`config.mk`:
```
export PLATFORM = sky130hd
export DESIGN_NAME = pc_stack_unit
export DESIGN_NICKNAME = d
export VERILOG_FILES = /design/src/rtl/pc_stack_unit.sv
export SDC_FILE = /design/constraint.sdc
export NUM_CORES = 1
export LEC_CHECK = 0
export ABC_AREA = 1
export CORE_MARGIN = 2
export CORE_UTILIZATION = 39
export DETAILED_ROUTE_END_ITERATION = 10
export GPL_TIMING_DRIVEN = 1
export PLACE_DENSITY = 0.78
export SLEW_MARGIN = 5
export SYNTH_ARGS = -nofsm -noshare
export SYNTH_HDL_FRONTEND = slang
export SYNTH_SLANG_ARGS = --single-unit
```
`constraint.sdc`:
```
create_clock -name CLK -period 1.4 [get_ports CLK]
set_input_delay 0.14 -clock CLK [delete_from_list [all_inputs] [get_ports CLK]]
set_output_delay 0.14 -clock CLK [all_outputs]
set_load 0.005 [all_outputs]
```
`src/rtl/pc_stack_unit.sv`:
```
// pc_stack_unit: program counter, stack pointer and memory address register.
// Executes the control FSM's PC/SP/MAR strobes; sources imem/dmem addresses.
//
// Ports:
//   CLK, RESET            clock (rising edge), synchronous active-high reset
//   INC/CLR/WRITE_PROGCOUNT  PC strobes (CLR > WRITE > INC)
//   READ_PROGCOUNT        drive PC onto MEM_WDATA instead of ALU_RESULT
//   READ_MEM              PC load source is MEM_RDATA (RET)
//   WRITE_MEMADDR         load MAR (from SP if READ_STACKPTR, else ALU_RESULT)
//   PRESET/INC/DEC_STACKPTR  SP strobes (PRESET > INC xor DEC)
//   READ_STACKPTR         MAR source select
//   ALU_RESULT, MEM_RDATA data inputs
//   PC, MAR, SP_OUT       registered state
//   MEM_WDATA             combinational write data
//   STACK_DEPTH           SP_INIT - SP
//   STACK_OVF, STACK_UNF  sticky stack faults
//
// Build option: define YASAC_STACK_GUARD_EN to saturate SP at the stack
// bounds and raise sticky fault flags; otherwise SP wraps and flags read 0.

module pc_stack_unit #(
    parameter int unsigned           PC_WIDTH   = 8,
    parameter int unsigned           ADDR_WIDTH = 8,
    parameter logic [ADDR_WIDTH-1:0] SP_INIT    = 8'hFF,
    parameter logic [ADDR_WIDTH-1:0] SP_LIMIT   = 8'hC0
) (
    input  logic                  CLK,
    input  logic                  RESET,
    input  logic                  INC_PROGCOUNT,
    input  logic                  CLR_PROGCOUNT,
    input  logic                  WRITE_PROGCOUNT,
    input  logic                  READ_PROGCOUNT,
    input  logic                  READ_MEM,
    input  logic                  WRITE_MEMADDR,
    input  logic                  PRESET_STACKPTR,
    input  logic                  INC_STACKPTR,
    input  logic                  DEC_STACKPTR,
    input  logic                  READ_STACKPTR,
    input  logic [7:0]            ALU_RESULT,
    input  logic [7:0]            MEM_RDATA,
    output logic [PC_WIDTH-1:0]   PC,
    output logic [ADDR_WIDTH-1:0] MAR,
    output logic [7:0]            MEM_WDATA,
    output logic [ADDR_WIDTH-1:0] SP_OUT,
    output logic [ADDR_WIDTH-1:0] STACK_DEPTH,
    output logic                  STACK_OVF,
    output logic                  STACK_UNF
);

    if (SP_LIMIT == '0 || SP_LIMIT > SP_INIT) begin : g_bad_limit
        $error("pc_stack_unit: SP_LIMIT must lie in [1, SP_INIT]");
    end

    logic [PC_WIDTH-1:0]   pc_q, pc_d;
    logic [ADDR_WIDTH-1:0] mar_q, mar_d;
    logic [ADDR_WIDTH-1:0] sp_q, sp_d;
    logic                  sp_push, sp_pop;

    // INC and DEC together cancel out: no movement, no fault.
    assign sp_push = DEC_STACKPTR & ~INC_STACKPTR;
    assign sp_pop  = INC_STACKPTR & ~DEC_STACKPTR;

    always_comb begin
        pc_d = pc_q;
        if (CLR_PROGCOUNT)
            pc_d = '0;
        else if (WRITE_PROGCOUNT)
            pc_d = READ_MEM ? PC_WIDTH'(MEM_RDATA) : PC_WIDTH'(ALU_RESULT);
        else if (INC_PROGCOUNT)
            pc_d = pc_q + 1'b1;
    end

    // MAR samples the pre-update SP, so a PUSH addresses the old free slot.
    always_comb begin
        mar_d = mar_q;
        if (WRITE_MEMADDR)
            mar_d = READ_STACKPTR ? sp_q : ADDR_WIDTH'(ALU_RESULT);
    end

`ifdef YASAC_STACK_GUARD_EN
    localparam logic [ADDR_WIDTH-1:0] SP_FULL = ADDR_WIDTH'(SP_LIMIT - 1'b1);

    logic ovf_q, ovf_d;
    logic unf_q, unf_d;
    logic ovf_ev, unf_ev;

    assign ovf_ev = sp_push && (sp_q == SP_FULL);
    assign unf_ev = sp_pop && (sp_q == SP_INIT);

    // A faulting push/pop leaves SP saturated at the bound.
    always_comb begin
        sp_d  = sp_q;
        ovf_d = ovf_q;
        unf_d = unf_q;
        if (PRESET_STACKPTR) begin
            sp_d  = SP_INIT;
            ovf_d = 1'b0;
            unf_d = 1'b0;
        end else if (ovf_ev) begin
            ovf_d = 1'b1;
        end else if (unf_ev) begin
            unf_d = 1'b1;
        end else if (sp_push) begin
            sp_d = sp_q - 1'b1;
        end else if (sp_pop) begin
            sp_d = sp_q + 1'b1;
        end
    end

    always_ff @(posedge CLK) begin
        if (RESET) begin
            ovf_q <= 1'b0;
            unf_q <= 1'b0;
        end else begin
            ovf_q <= ovf_d;
            unf_q <= unf_d;
        end
    end

    assign STACK_OVF = ovf_q;
    assign STACK_UNF = unf_q;
`else
    always_comb begin
        sp_d = sp_q;
        if (PRESET_STACKPTR)
            sp_d = SP_INIT;
        else if (sp_push)
            sp_d = sp_q - 1'b1;
        else if (sp_pop)
            sp_d = sp_q + 1'b1;
    end

    assign STACK_OVF = 1'b0;
    assign STACK_UNF = 1'b0;
`endif

    always_ff @(posedge CLK) begin
        if (RESET) begin
            pc_q  <= '0;
            sp_q  <= SP_INIT;
            mar_q <= '0;
        end else begin
            pc_q  <= pc_d;
            sp_q  <= sp_d;
            mar_q <= mar_d;
        end
    end

    assign PC          = pc_q;
    assign MAR         = mar_q;
    assign SP_OUT      = sp_q;
    assign STACK_DEPTH = SP_INIT - sp_q;
    assign MEM_WDATA   = READ_PROGCOUNT ? 8'(pc_q) : ALU_RESULT;

endmodule

```
## Word-level counts from Yosys, hierarchy flattened

Index checks and enable logic that the tools add are counted.

- $add $sub $neg: 4
- Reductions and logical operators: 4
- Mux-type cells: 7
- Bitwise logic cells: 4

Operators with widths:

| cell | count |
|---|---|
| $mux 8 | 7 |
| $add 8x1->8 const B | 2 |
| $sub 8x1->8 const B | 1 |
| $sub 8x8->8 const A | 1 |
| $reduce_bool 2->1 | 2 |
| $reduce_or 2->1 | 2 |
| $and 1x1->1 | 2 |
| $not 1->1 | 2 |

- Bits in registers: 24
- Logic and storage cells: 22

## Logic depth before layout (Yosys ltp)

- Depth in word-level cells: 4
- Depth in mapped cells: 13
- Depth with buffers taken out: 13

## Worst setup path before layout

No wires, ideal clock.

- Path kind: input-to-reg
- Start point: input port INC_STACKPTR
- End point: register sp_q[4] (netlist: SP_OUT[4])
- Path buffers: 0
- Slack: 0.017 ns
- Arrival time: 1.269 ns
- Stages: 13
- Cells stage by stage: inv_1 -> ha_1 -> inv_2 -> nand2_1 -> nand2_1 -> inv_1 -> ha_1 -> o21bai_1 -> nand2_1 -> o21ai_1 -> nand2_1 -> nand3_1 -> nand2_1

- Longest elaborated chain between the ends: 3
- Elaborated cells on any way between the ends: 5
- Classes of those cells: mux (1); bitwise (3); reduce/logical (1)

RTL lines:

| element | line | RTL |
|---|---|---|
| from (decl) | 36 | `input logic INC_STACKPTR,` |
| $not 1->1 | 60 | `assign sp_push = DEC_STACKPTR & ~INC_STACKPTR;` |
| $and 1x1->1 | 60 |  |
| $mux 8 or $reduce_bool 2->1 (tied branches) | -- |  |
| to (signal assigned) | 144 | `sp_q <= sp_d;` |
| to (decl) | 56 | `logic [ADDR_WIDTH-1:0] sp_q, sp_d;` |

Parallel ways exist; a longest one is shown, timed or not.
A chain may end at the register's enable or synchronous reset.

## Final worst setup path

- Start point: register sp_q[1] (netlist: SP_OUT[1])
- End point: register sp_q[4] (netlist: SP_OUT[4])

- Longest elaborated chain between the ends: 3
- Elaborated cells on any way between the ends: 4
- Classes of those cells: add/sub (2); mux (2)

RTL lines:

| element | line | RTL |
|---|---|---|
| $add 8x1->8 | 130 | `sp_d = sp_q + 1'b1;` |
| $mux 8 | 129 | `else if (sp_pop)` |
| $mux 8 * | 127 | `else if (sp_push)` |

Every way passes the cells marked *; elsewhere a longest branch is shown, timed or not. The select of a mux whose other input is x is not followed.

==> out/metrics.cfg <==
[setup_path]
r2r_setup_slack_ns=0.006
path_cells=inv_2 > nand2_2 > nand2_1 > inv_1 > ha_1 > o21bai_4 > nand2_2 > o21ai_1 > nand2_1 > nand3_1 > nand2_1
worstReg2RegEnd=SP_OUT[4]
cp-start-kind=flip-flop
worstSetupEndpointType=flip-flop
critPathSlowestCell=dfxtp_2
cp_num_cells=11
critPathMaxFanout=3
r2r_start=SP_OUT[1]
cp_slowest_stage_delay_ns=0.37
critPathTopFamily=simple AND/OR/NAND/NOR gates
cp.required_ns=1.58
criticalPathCategory=reg2reg
cpMostUsedCell=nand2_1
crit_arrival_ns=1.57
path_buf_inv=2
ff2ff_path_depth=11

[logic_synthesis]
postSynthAreaPerCell_um2=6.31
synth_top_area_cell=dfxtp_1
ys.flop_type=dfxtp_1
ys_ff_latch=24
synth_edf_count=0
synth_top_area_share_pct=27.8
ys_top_cells_by_count=66 x nand2_1, 45 x inv_1, 30 x o21ai_0, 24 x dfxtp_1, 21 x o211ai_1
synth_cell_type_count=31
synth_seq_area_share_pct=27.8
synth_area_leaders=dfxtp_1 28%, nand2_1 14%, inv_1 9.8%
async_reset_ff_share_pct=0
synth_most_common_cell=nand2_1
syn_inst=274
post_synth_instance_area_um2=1730
yosys_warnings=0

[placed_design]
detailed_place_hpwl_mm=4.52
place.gp.congestion=0.943
portBuffers=67
pre_cts_ws_ns=-0.539

[floorplanning]
io-pin-count=70
fp-row-count=24
initial_core_util_pct=40.0
die_w_um=70.6
die-area_um2=4980
chipHeight_um=70.6
coreArea_um2=4320

[sta]
max_freq_mhz=717
rsz0062_at_grt=true
hold_viol=0
period_share_pct=99.6
maxSlewViolCount=0
setup_violations=0
min_period_ns=1.39
fin_skew_ns=0.00245
setup_slack_ns=0.00555

[clock_tree]
cts_made_buffers=3
cts_hold_buf=0
cts_htree_levels=1
cts_tree=yes
cts.clk_slew.worst_paths_ns=0.10
clkLatencyLatePin_ns=0.27
clkSinkCount=24
root_buffer=clkbuf_8
clk_path_buf_depth=2

[power]
cellPowerDensity_nw_per_um2=739
vdd_ir_drop_max_v=0.000558
power_leakage_uw=0.00158

[grt]
gr-usage-met2_pct=39.3
grt_start_max_net_pins=17
antenna_found_initial=0
met1_usage_pct=31.6
grt_pass1_wl_mm=9.66
grt_overflow=0
gr-usage-met3_pct=2.85
grt.busiest_layer=met2
grt_use_total_pct=23.8
grt_pass1_vias=2110

[finish]
drive_gt1_share_pct=26.5
areaGrowthSynthToFinish_pct=75.5
final_core_util_pct=70.1
diodes=0
fin_nets=418
fillCellCount=347

[worst_hold_path]
hold_class=in2reg
hp-start=DEC_STACKPTR
min_path_cells=5
min_to=SP_OUT[3]

[drt]
route.detailed.drc=0
drt_iter0_markers=221
drtAntennaViolNets=0
via_count=2285
wl_mm=6.38
drtPass1Iterations=4
wl_per_cell_um=14.6
avgViaCountPerCell=5.23

[status]
outcome=finished, final reports clean

[run]
drv.max_cap_violation_count=0

==> logic make-up (layout without fill, tap and decap cells) <==
kind of cell               count (synthesis)  after routing  synth area share, %
DFF                                       24             24                 27.8
AOI/OAI and AO/OA                         72             72                 25.6
buffers and inverters                     61            171                 14.6
xor gates and xnor gates                   2              2                 1.01
other                                      1              2                0.217
and+or+nand+nor                          110            110                 27.8
adders and majority gates                  4              4                 2.90
==> cell type report <==
type / count / area [µm²] / share of cell area [%]
inverter: 49 / 184 / 6.07
clock inverter: 1 / 30.0 / 0.991
clock buffer: 3 / 41.3 / 1.36
timing repair buffer: 118 / 1110 / 36.6
sequential: 24 / 517 / 17.0
multi-input combinational: 190 / 1090 / 35.8
tap: 52 / 65.1 / 2.15
==> cells in the final DEF, fill, tap and decap left out, types with 3 or more instances in the layout <==
cell type        instances
nand2_1                 60
buf_4                   46
clkdlybuf4s50_1         45
inv_1                   40
o21ai_0                 28
o211ai_1                21
nand3_1                 16
nor2_1                  11
dlygate4sd2_1           11
dfxtp_1                  9
a21oi_1                  9
dlymetal6s2s_1           9
dfxtp_2                  8
inv_2                    8
dfxtp_4                  7
nand2_2                  7
a31oi_1                  5
nor2_4                   4
o21ai_1                  3
ha_1                     3
clkbuf_8                 3
==> power breakdown <==
part	switching [µW]	total (µW)	internal, µW
sequential	51.6	778	726
combinational	387	828	441
clock	250	633	383
==> timing repair <==
item,4_1_cts,5_1_grt
pin swaps,7,12
gates resized for setup,46,34
setup buffers,5,8
endpoints found under the setup margin,30,23
gates cloned,1,0
endpoints found under the hold margin,0,0
==> registers in the layout (all words and copies together), names as in the netlist <==
| name | flops |
|---|---|
| SP_OUT | 8 |
| MAR | 8 |
| PC | 8 |
==> how the worst max path moves through the flow <==
stage                       from             end  slack, ns
CTS                    SP_OUT[4]  STACK_DEPTH[4]      0.002
finish                 SP_OUT[1]       SP_OUT[4]      0.006
global placement    INC_STACKPTR       SP_OUT[7]      -0.45
detailed placement  INC_STACKPTR       SP_OUT[7]      -0.54
global route           SP_OUT[1]       SP_OUT[4]      -0.06
floorplan           INC_STACKPTR       SP_OUT[4]       0.02
==> worst register-to-register path: stages (launching register included) <==
cell and delay, ns:
dfxtp_2 0.37, inv_2 0.05, nand2_2 0.08, nand2_1 0.06, inv_1 0.06, ha_1 0.13
o21bai_4 0.14, nand2_2 0.09, o21ai_1 0.13, nand2_1 0.06, nand3_1 0.07, nand2_1 0.05
==> stage by stage <==
stage / total power [µW] / cell area, µm² / TNS, ns / cells / hold slack [ns]
finish: 2240 / 3030 / 0 / 437 / 0.386
global route: 2350 / 3030 / -0.113 / 437 / 0.422
CTS: 2170 / 2910 / 0 / 430 / 0.504
detailed placement: 1530 / 2710 / -5.00 / 420 / 0.474
global placement: 1510 / 2710 / -4.35 / 420 / 0.463
floorplan: 1120 / 1730 / 0 / 275 / 0.312
==> metal layers <==
layer | part of all wire (%) | up-vias | routed length [µm]
li1 | - | 1114 | -
met5 | 0 | - | 0
met3 | 6.6 | 18 | 420
met1 | 40 | 1042 | 2570
met4 | 2.7 | 0 | 171
met2 | 51 | 111 | 3220
Power figures use the tool's default switching activity.
